File: src/rtl/pattern_machine_pkg.sv
// Shared defaults and mode encodings for the serial pattern matcher.
package pattern_machine_pkg;

    localparam int unsigned W_DEFAULT  = 4;
    localparam int unsigned CW_DEFAULT = 8;

    localparam logic MODE_OVERLAP    = 1'b0;
    localparam logic MODE_NONOVERLAP = 1'b1;

endpackage

File: src/rtl/dff_n.sv
// Width-parameterised enabled D register with asynchronous active-low reset to zero.
module dff_n #(
    parameter int unsigned WIDTH = 1
) (
    input  logic             CLK,
    input  logic             RESET,
    input  logic             en,
    input  logic [WIDTH-1:0] d,
    output logic [WIDTH-1:0] q
);

    always_ff @(posedge CLK or negedge RESET) begin
        if (!RESET) begin
            q <= '0;
        end else if (en) begin
            q <= d;
        end
    end

endmodule

File: src/rtl/pattern_machine.sv
// Serial bit-pattern detector: shifts sampled bits into a history window and
// pulses F when the last W bits equal the loaded pattern; counts matches.
module pattern_machine
    import pattern_machine_pkg::*;
#(
    parameter int unsigned W  = W_DEFAULT,
    parameter int unsigned CW = CW_DEFAULT,
    localparam int unsigned SW = $clog2(W + 1)
) (
    input  logic          CLK,
    input  logic          RESET,
    input  logic          x,
    input  logic          x_valid,
    input  logic          mode,
    input  logic          load,
    input  logic [W-1:0]  pattern,
    output logic          F,
    output logic [SW-1:0] S,
    output logic [CW-1:0] count
);

    localparam logic [CW-1:0] COUNT_MAX = {CW{1'b1}};

    logic [W-1:0]  pat_q,   hist_d,  hist_q;
    logic [SW-1:0] fill_d,  fill_q;
    logic [CW-1:0] count_d, count_q;
    logic          f_d;

    logic [W-1:0]  hist_shift;
    logic [SW-1:0] fill_inc;
    logic          match;

    // Candidate next window, fill level and match for a sampled bit.
    always_comb begin
        hist_shift = {hist_q[W-2:0], x};
        fill_inc   = (fill_q == SW'(W)) ? fill_q : fill_q + SW'(1);
        match      = !load && x_valid && (fill_inc == SW'(W)) && (hist_shift == pat_q);
    end

    // Next-state selection; load dominates and discards the current bit.
    always_comb begin
        hist_d  = hist_q;
        fill_d  = fill_q;
        count_d = count_q;
        f_d     = 1'b0;
        if (load) begin
            hist_d  = '0;
            fill_d  = '0;
            count_d = '0;
        end else if (x_valid) begin
            hist_d = hist_shift;
            fill_d = fill_inc;
            if (match) begin
                f_d     = 1'b1;
                count_d = (count_q == COUNT_MAX) ? count_q : count_q + CW'(1);
                if (mode == MODE_NONOVERLAP) begin
                    hist_d = '0;
                    fill_d = '0;
                end
            end
        end
    end

    dff_n #(.WIDTH(W))  u_pat   (.CLK(CLK), .RESET(RESET), .en(load), .d(pattern), .q(pat_q));
    dff_n #(.WIDTH(W))  u_hist  (.CLK(CLK), .RESET(RESET), .en(1'b1), .d(hist_d),  .q(hist_q));
    dff_n #(.WIDTH(SW)) u_fill  (.CLK(CLK), .RESET(RESET), .en(1'b1), .d(fill_d),  .q(fill_q));
    dff_n #(.WIDTH(CW)) u_count (.CLK(CLK), .RESET(RESET), .en(1'b1), .d(count_d), .q(count_q));
    dff_n #(.WIDTH(1))  u_f     (.CLK(CLK), .RESET(RESET), .en(1'b1), .d(f_d),     .q(F));

    assign S     = fill_q;
    assign count = count_q;

endmodule

File: config.mk
export PLATFORM = sky130hd
export DESIGN_NAME = pattern_machine
export DESIGN_NICKNAME = d
export VERILOG_FILES = /design/src/rtl/pattern_machine_pkg.sv /design/src/rtl/dff_n.sv /design/src/rtl/pattern_machine.sv
export SDC_FILE = /design/constraint.sdc
export NUM_CORES = 1
export LEC_CHECK = 0
export CORE_MARGIN = 3
export CORE_UTILIZATION = 48
export DETAILED_ROUTE_END_ITERATION = 10
export DONT_BUFFER_PORTS = 1
export HOLD_SLACK_MARGIN = 0.15
export SKIP_LAST_GASP = 1
export SLEW_MARGIN = 20
export SYNTH_ARGS = -nofsm -noshare
export SYNTH_HDL_FRONTEND = slang
export SYNTH_SLANG_ARGS = --single-unit
File: constraint.sdc
create_clock -name CLK -period 2.4 [get_ports CLK]
set_input_delay 0.72 -clock CLK [delete_from_list [all_inputs] [get_ports CLK]]
set_output_delay 0.72 -clock CLK [all_outputs]
set_load 0.01 [all_outputs]
# Word level (Yosys, flattened, before mapping)
# Index checks and enable logic that the tools add are counted.
[totals]
ff_bits = 19
inputBits = 10
output_inout_bits = 12
word_cells = 35
[classes]
addsub = 2
n_eq_ne = 5
mux = 16
reduce_logical = 7
[op_table]
columns = ["op", "n"]
rows = [
  ["$mux 8", 4],
  ["$mux 3", 9],
  ["$add 8x1->8 const B", 1],
  ["$eq 8x8->1 const B", 1],
  ["$eq 3x3->1 const B", 2],
  ["$eq 4x4->1", 1],
  ["$reduce_bool 2->1", 2],
  ["$add 3x1->3 const B", 1],
  ["$logic_and 1x1->1", 3],
  ["$mux 1", 3],
  ["$reduce_and 3->1", 1],
  ["$ne 2x2->1 const B", 1],
  ["$logic_not 1->1", 1],
]

# Logic depth before layout (Yosys ltp)
# Gate-level depths: netlist (run 1).
[depth]
depth_word = 8
depth_mapped = 9
mapped_depth_nobuf = 8

# Modules after synthesis
# From an unflattened synthesis (run 1), not the netlist that was laid out.
[unflattened]
hier_cells = 125
hier_area_um2 = 1306.3
[by_module_without_submodules]
columns = ["module", "n_inst", "cells_each", "area_per_inst_um2", "seq_area_each_um2"]
rows = [
  ["pattern_machine", 1, 84, 535.5, 0.0],
  ["dff_n (u_count)", 1, 17, 331.6, 200.2],
  ["dff_n (u_hist ...)", 2, 8, 145.1, 100.1],
  ["dff_n (u_fill)", 1, 6, 108.9, 75.1],
  ["dff_n (u_f)", 1, 2, 40.0, 25.0],
]

# Worst setup path before layout (run 1)
# Ideal clock, no wire load.
[synth_timing]
path_kind = "reg2reg"
from = "reg u_fill.q[0]"
to = "reg u_count.q[4]"
setup_time_ns = 0.077
arrival_ns = 2.129
required_time_ns = 2.323
setup_slack_ns = 0.193
stages_incl_launch_ff = 9
path_buffers = 1
synth_period_minus_slack_ns = 2.207
cell_sequence = "dfrtp_1 > inv_1 > ha_1 > and2b_1 > mux2i_1 > or3_4 > buf_6 > or4_1 > a21oi_1"
[synth_via]
elab_chain_len = 7
elab_cells_between_ends = 8
cone_classes = "add/sub: 1; eq/ne: 2; mux: 1; reduce/logical: 4"
[synth_rtl]
columns = ["element", "line_no", "source"]
rows = [
  ["start: declaration", "dff_n.sv:9", "output logic [WIDTH-1:0] q"],
  ["start signal: assignment", "dff_n.sv:14", "q <= '0;"],
  ["start signal: assignment", "dff_n.sv:16", "q <= d;"],
  ["$add 3x1->3 / $eq 3x3->1 (equally long branches)", "pattern_machine.sv:36", "fill_inc = (fill_q == SW'(W)) ? fill_q : fill_q + SW'(1);"],
  ["$mux 3 (*)", "pattern_machine.sv:36", ""],
  ["$eq 3x3->1 (*)", "pattern_machine.sv:37", "match = !load && x_valid && (fill_inc == SW'(W)) && (hist_shift == pat_q);"],
  ["$logic_and 1x1->1 (*) (2 in series)", "pattern_machine.sv:37", ""],
  ["$reduce_bool 2->1 (no source line) (*)", "--", ""],
  ["$reduce_and 3->1 (no source line) (*)", "--", ""],
  ["end signal: assignment", "dff_n.sv:14", ""],
  ["end signal: assignment", "dff_n.sv:16", ""],
  ["end: declaration", "dff_n.sv:9", ""],
]
# Mark *: on every way between the ends. The rest lies on a longest branch, timed or not.
# A chain may end at the register's enable or synchronous reset.

# Worst setup path after layout (run 1)
[layout_timing]
from = "reg u_fill.q[1]"
to = "reg u_count.q[3]"
# Same word-level chain as after synthesis.

==> results.yml, run 1 <==
detailed_routing:
  drc_errors: 0
  vias: 700
  first_pass_iters: 3
  drt-vias-per-instance: 5.785
  wl_per_cell_um: 15.22
  drt_iter0_drc: 14
  drtAntennaViolNets: 0
  routed_wl_mm: 1.842
clock_tree:
  cts_tree: "done"
  clk-insertion-delay-late_ps: 290
  clkSinkCount: 19
  clk_pin_slew_ps: 100
  cts_buffers: 3
  cts_setup_buffers: 0
  htree_levels: 1
  root_buffer: "clkbuf_4"
  clk_path_buf_depth: 2
timing:
  slew_violations: 0
  tns_ps: 0
  finalHoldWorstSlack_ps: 475.0
  post-route-min-period_ps: 2244
  skew_ps: 5.870
  setup_viol: 0
  rsz0062_at_grt: "false"
  post-route-period-util_pct: 93.52
  final_hold_viol_count: 0
  timing.fmax_mhz: 445.6
  maxSlewHeadroom_pct: 44.98
  worst_pin_slew_ps: 822.6
finish:
  fin_area_um2: 1052
  area_growth_pct: 4.732
  fillCellCount: 178
  n_antenna_cell: 0
  drive_gt1_share_pct: 12.50
  finalNetCount: 110
floorplan:
  initial_utilization_pct: 54.63
  num_rows: 15
  io_pins: 22
  die_w_um: 51.75
  die_h_um: 51.75
  dieArea_um2: 2678
  core_area_um2: 1839
synthesis:
  yosysWarningCount: 0
  ys_seq_elements: 19
  synth_seq_area_share_pct: 47.32
  syn_inst: 93
  yosysUniqueCellTypes: 31
  synth_fp_nets: 106
  netlist_area_um2: 1005
  synth_area_per_cell_um2: 10.80
run:
  cap_viol_max_count: 0
grt:
  antenna_found_initial: 0
  grt_use_total_pct: 15.61
  grt.overflow.total: 0
  grt_pass1_wl_mm: 3.111
  grt_max_degree: 20
  grt_pass1_vias: 686
setup_path:
  critPathRequiredTime_ps: 2620
  cpLargestDelayFamily: "simple AND/OR/NAND/NOR gates"
  cp_slowest_stage_delay_ps: 520
  critPathSlowestCell: "or4_1"
  worst-path-buf-inv: 1
  cp.arrival_ps: 2470
  crit_chain: "inv_1 > ha_1 > and2b_1 > mux2i_1 > or3_4 > or4_1 > a21oi_1"
  startpoint_type: "register"
  crit_fanout: 12
  crit_type: "reg -> reg"
  setup.worst_path.end_class: "register"
placement:
  dp_hpwl_mm: 1.386
  portBuffers: 0
  place_area_um2: 1016
  gp_congestion: 0.7327
pwr:
  swShare_pct: 23.15
  p_sw_mw: 0.1285
  power.density_nw_per_um2: 527.6
  power.leakage_nw: 0.4488
  max-vdd-ir-drop_v: 0.0003297
  pwr-share-clk_pct: 28.1
  combPwrFrac_pct: 9.9
  p_seq_share_pct: 62.0
  p_total_mw: 0.5552
  p_int_mw: 0.4267
outcome:
  status: "completed"
hold_path:
  hold_class: "in -> reg"
synthesized netlist by cell type:
cell       count  area (um2)
dfrtp_1       19       475.5
inv_1          7       26.28
nand2_1        6       22.52
xnor2_1        6       52.55
mux2_2         5       56.30
nand3_1        5       25.02
nor2_1         5       18.77
a21oi_1        4       20.02
a32o_1         4       40.04
and3_1         3       18.77
ha_1           3       37.54
or4_1          3       22.52
buf_6          2       22.52
nor3_1         2       10.01
o21bai_1       2       15.01
o31ai_1        2       15.01
a21boi_0       1       7.510
a2bb2oi_1      1       8.760
and2b_1        1       7.510
buf_2          1       5.000
mux2i_1        1       10.01
nand3b_1       1       7.510
nor2b_1        1       6.260
nor2b_4        1       13.76
o2111ai_1      1       8.760
o211ai_1       1       7.510
o21a_1         1       7.510
o2bb2ai_1      1       8.760
o41ai_1        1       8.760
or3_2          1       7.510
or3_4          1       11.26
worst reg2reg max path: cells and delay by family (launching register included):
family / cells / cell delay (ps)
AO/OA/AOI/OAI: 1 / 150
multiplexers: 1 / 60
adder cells (fa/ha/maj): 1 / 290
flip-flops: 1 / 470
buffers and inverters: 1 / 70
AND/OR/NAND/NOR: 3 / 1140
final cells by class:
type / instances / area [um2] / share of cell area [%]
sequential: 19 / 475.5 / 45.18
multi-input combinational: 64 / 475.5 / 45.18
tap: 25 / 31.28 / 2.973
clock buffer: 4 / 26.28 / 2.497
inverter: 7 / 26.28 / 2.497
timing repair buffer: 2 / 17.52 / 1.665
metal layers:
metal	up-vias	global-route usage, %	wire length (um)
met5	-	0	0
met4	0	5.240	14
met3	2	5.158	121
met2	19	21.40	764
met1	336	22.81	941
li1	343	-	-
sequential cells by signal, indices dropped and copies added (netlist names):
register and flops:
u_count.q 8, u_f.q 1, u_fill.q 3, u_hist.q 3, u_pat.q 4
repair_timing:
action	in CTS	in global routing
endpoints found under the hold margin	19	0
resized for setup	0	0
hold buffers	1	0
power by group through the flow:
| stage | clock network (mW) | logic, mW | registers [mW] |
|---|---|---|---|
| 6_report | 0.156 | 0.0552 | 0.344 |
| 5_1_grt | 0.181 | 0.0618 | 0.346 |
| 3_3_place_gp | 0 | 0.0484 | 0.350 |
| 3_5_place_dp | 0 | 0.0483 | 0.351 |
| 2_1_floorplan | 0 | 0.0428 | 0.349 |
| 4_1_cts | 0.168 | 0.0565 | 0.344 |
layout by cell type (no fill, tap or decap), types with 3 or more instances in the layout:
master,count
and3_1,3
mux2_2,5
dfrtp_1,19
clkbuf_4,3
nand3_1,5
nand2_1,6
or4_1,3
a21oi_1,4
nor2_1,5
ha_1,3
xnor2_1,6
inv_1,7
a32o_1,4
cell families after synthesis:
| kind of cell | Yosys count | synth area share (%) |
|---|---|---|
| buf+inv | 10 | 5.355 |
| simple gates | 30 | 17.06 |
| fa+ha+maj | 3 | 3.736 |
| flops | 19 | 47.32 |
| mux | 6 | 6.600 |
| xor+xnor | 6 | 5.230 |
| compound gates | 19 | 14.70 |
final timing paths:
check | start | end | slack [ps] | cells past startpoint
max | u_fill.q[1] | u_count.q[3] | 160 | 7
min | load | u_count.q[3] | 480 | 1
max reg2reg | u_fill.q[1] | u_count.q[3] | 160 | 7
min reg2reg | u_hist.q[2] | u_hist.q[2] | 530 | 1
max in group asynchronous | RESET | u_count.q[2] | 930 | 1
min in group asynchronous | RESET | u_count.q[7] | 960 | 1
through the flow:
| stage | cells | util, % | setup WS, ps |
|---|---|---|---|
| after CTS | 121 | 57.21 | 138.2 |
| after global placement | 116 | 55.24 | 204.0 |
| after detailed placement | 116 | 55.24 | 166.1 |
| after global routing | 121 | 57.21 | 14.54 |
| after floorplan | 93 | - | 193.3 |
| final | 121 | 57.21 | 155.6 |
Power figures use the tool's default switching activity.
==> inputs of run 2 (changes only) <==
--- a/config.mk
+++ b/config.mk
@@ -5,6 +5,7 @@
 export SDC_FILE = /design/constraint.sdc
 export NUM_CORES = 1
 export LEC_CHECK = 0
+export ABC_AREA = 1
 export CORE_MARGIN = 3
 export CORE_UTILIZATION = 48
 export DETAILED_ROUTE_END_ITERATION = 10
==> results.yml, run 2 <==
synthesis:
  synthTopCellsByArea: "dfrtp_1 (42%), nand2_1 (18%), nand3_1 (8.0%), inv_1 (7.7%), xor2_1 (3.9%)"
  synth.most_common_cell: "nand2_1"
  synth_fp_nets: 166
  ys_seq_elements: 19
  ys_top_cells_by_count: "nand2_1 (54), inv_1 (23), dfrtp_1 (19), nand3_1 (18), o21ai_0 (7)"
  synth_top_cell_by_area: "dfrtp_1"
  netlist_area_um2: 1127
  async_flop_share_pct: 100.0
  yosysUniqueCellTypes: 20
  synth_top_cell_area_share_pct: 42.18
  synth_edf_count: 0
  yosysWarningCount: 0
  synth_ff_type: "dfrtp_1"
  synth_seq_area_share_pct: 42.18
  syn_inst: 153
  synth_area_per_cell_um2: 7.368
timing:
  post-route-period-util_pct: 74.25
  final.setup.worst_slack_ps: 618.1
  post-route-min-period_ps: 1782
  final_hold_viol_count: 0
  worst_pin_slew_ps: 838.9
  maxSlewHeadroom_pct: 43.89
  setup_viol: 0
  timing.fmax_mhz: 561.2
  rsz0062_at_grt: "false"
  tns_ps: 0
  skew_ps: 2.920
  slew_violations: 0
setup_path:
  startpoint_type: "register"
  r2r.worst_path.cells: 10
  cp.arrival_ps: 1960
  critPathRequiredTime_ps: 2580
  setup.worst_path.end_class: "register"
  crit_type: "reg -> reg"
  crit_fanout: 4
floorplan:
  dieArea_um2: 2966
  num_rows: 16
  initial_utilization_pct: 54.15
  core_area_um2: 2082
  die_h_um: 54.46
  io_pins: 22
  die_w_um: 54.46
finish:
  final_cell_mix: "nand2_1 (54), inv_1 (23), dfrtp_1 (19), nand3_1 (18), o21ai_0 (7)"
  largest_reg_flops: 8
  drive_gt1_share_pct: 10.26
  largestRegisters: "u_count.q: 8 flops, u_pat.q: 4 flops"
  n_antenna_cell: 0
  final_common_cell: "nand2_1"
  top_register: "u_count.q"
  area_growth_pct: 5.660
  finalNetCount: 170
pwr:
  p_sw_mw: 0.1518
  combPwrFrac_pct: 12.1
  pwr-share-clk_pct: 27.5
  power.density_nw_per_um2: 476.0
  swShare_pct: 26.77
  power.leakage_nw: 0.6515
  p_seq_share_pct: 60.4
  p_int_mw: 0.4153
  max-vdd-ir-drop_v: 0.0003151
clock_tree:
  cts_tree: "done"
  clk_pin_slew_ps: 100
  cts_buffers: 3
  clkSinkCount: 19
  cts_setup_buffers: 0
  htree_levels: 1
  clk-insertion-delay-late_ps: 290
  clk_path_buf_depth: 2
  root_buffer: "clkbuf_4"
placement:
  gp_congestion: 0.8397
  portBuffers: 0
  place_ws_ps: 610.7
  dp_hpwl_mm: 1.635
detailed_routing:
  first_pass_iters: 4
  drt-vias-per-instance: 5.005
  wl_per_cell_um: 11.71
  drtAntennaViolNets: 0
  drt_iter0_drc: 14
  routed_wl_mm: 2.143
  drc_errors: 0
  vias: 916
grt:
  grt_use_total_pct: 17.32
  antenna_found_initial: 0
  grt.overflow.total: 0
  grt_pass1_vias: 888
  grt_pass1_wl_mm: 3.753
  grt_max_degree: 20
hold_path:
  holdPathStages: 2
  hold_class: "reg -> reg"
run:
  cap_viol_max_count: 0
outcome:
  status: "completed"
-- run 2: logic make-up (layout without fill, tap and decap cells) --
logic type,count (synthesis),in the layout,share of synthesized area [%]
adder cells (fa/ha/maj),3,3,3.330
flip-flops,19,19,42.18
AND/OR/NAND/NOR,89,89,36.51
AO/OA/AOI/OAI,9,9,4.217
XOR/XNOR,5,5,3.884
buffers and inverters,28,31,9.877
-- run 2: critical path, stage by stage, from the launching register on --
cell and delay [ps]:
dfrtp_1 450, inv_1 100, ha_1 250, nand2_2 100, nand2_1 50, nand2_1 140, nand2_1 80, inv_1 60
nand3_1 120, nor2_1 220, o21ai_0 110
-- run 2: area by class of cell --
class	count	area, um2
sequential	19	475.5
multi-input combinational	106	540.5
inverter	26	103.9
timing repair buffer	1	10.01
clock buffer	3	22.52
clock inverter	1	5.005
fill	209	890.9
tap	27	33.78
-- run 2: what timing repair did --
action	in CTS	in global routing
hold endpoints to repair	19	0
hold buffers	1	0
gates resized for setup	0	0
-- run 2: path summary, 6_finish.rpt --
kind,start,endpoint,slack (ps)
worst max-delay path,u_fill.q[0],u_hist.q[0],620
worst min-delay path,u_pat.q[1],u_pat.q[1],510
worst max register to register,u_fill.q[0],u_hist.q[0],620
worst min register to register,u_pat.q[1],u_pat.q[1],510
max in group asynchronous,RESET,u_count.q[3],920
min in group asynchronous,RESET,u_pat.q[3],960
-- run 2: routing by layer --
metal / up-vias / GRT usage, % / share of wire [%]
li1: 477 / - / -
met1: 421 / 23.35 / 51
met2: 16 / 26.89 / 44
met3: 2 / 5.177 / 4.7
met4: 0 / 4.564 / 0.33
met5: - / 0 / 0
-- run 2: power by group through the flow --
stage / Combinational, mW / Sequential [mW] / Clock [mW]
detailed placement: 0.0614 / 0.349 / 0
floorplan: 0.0538 / 0.347 / 0
global placement: 0.0593 / 0.349 / 0
global route: 0.0789 / 0.345 / 0.181
finish: 0.0686 / 0.342 / 0.156
CTS: 0.0696 / 0.343 / 0.167
-- run 2: stage by stage --
stage	cell area, um2	power, mW	cells	utilization (%)	hold WS, ps
3_5_place_dp	1154	0.4106	178	55.41	425.0
3_3_place_gp	1154	0.4082	178	55.41	424.8
4_1_cts	1191	0.5792	183	57.21	509.9
6_report	1191	0.5670	183	57.21	512.7
5_1_grt	1191	0.6048	183	57.21	512.0
2_1_floorplan	1127	0.4004	153	-	424.4
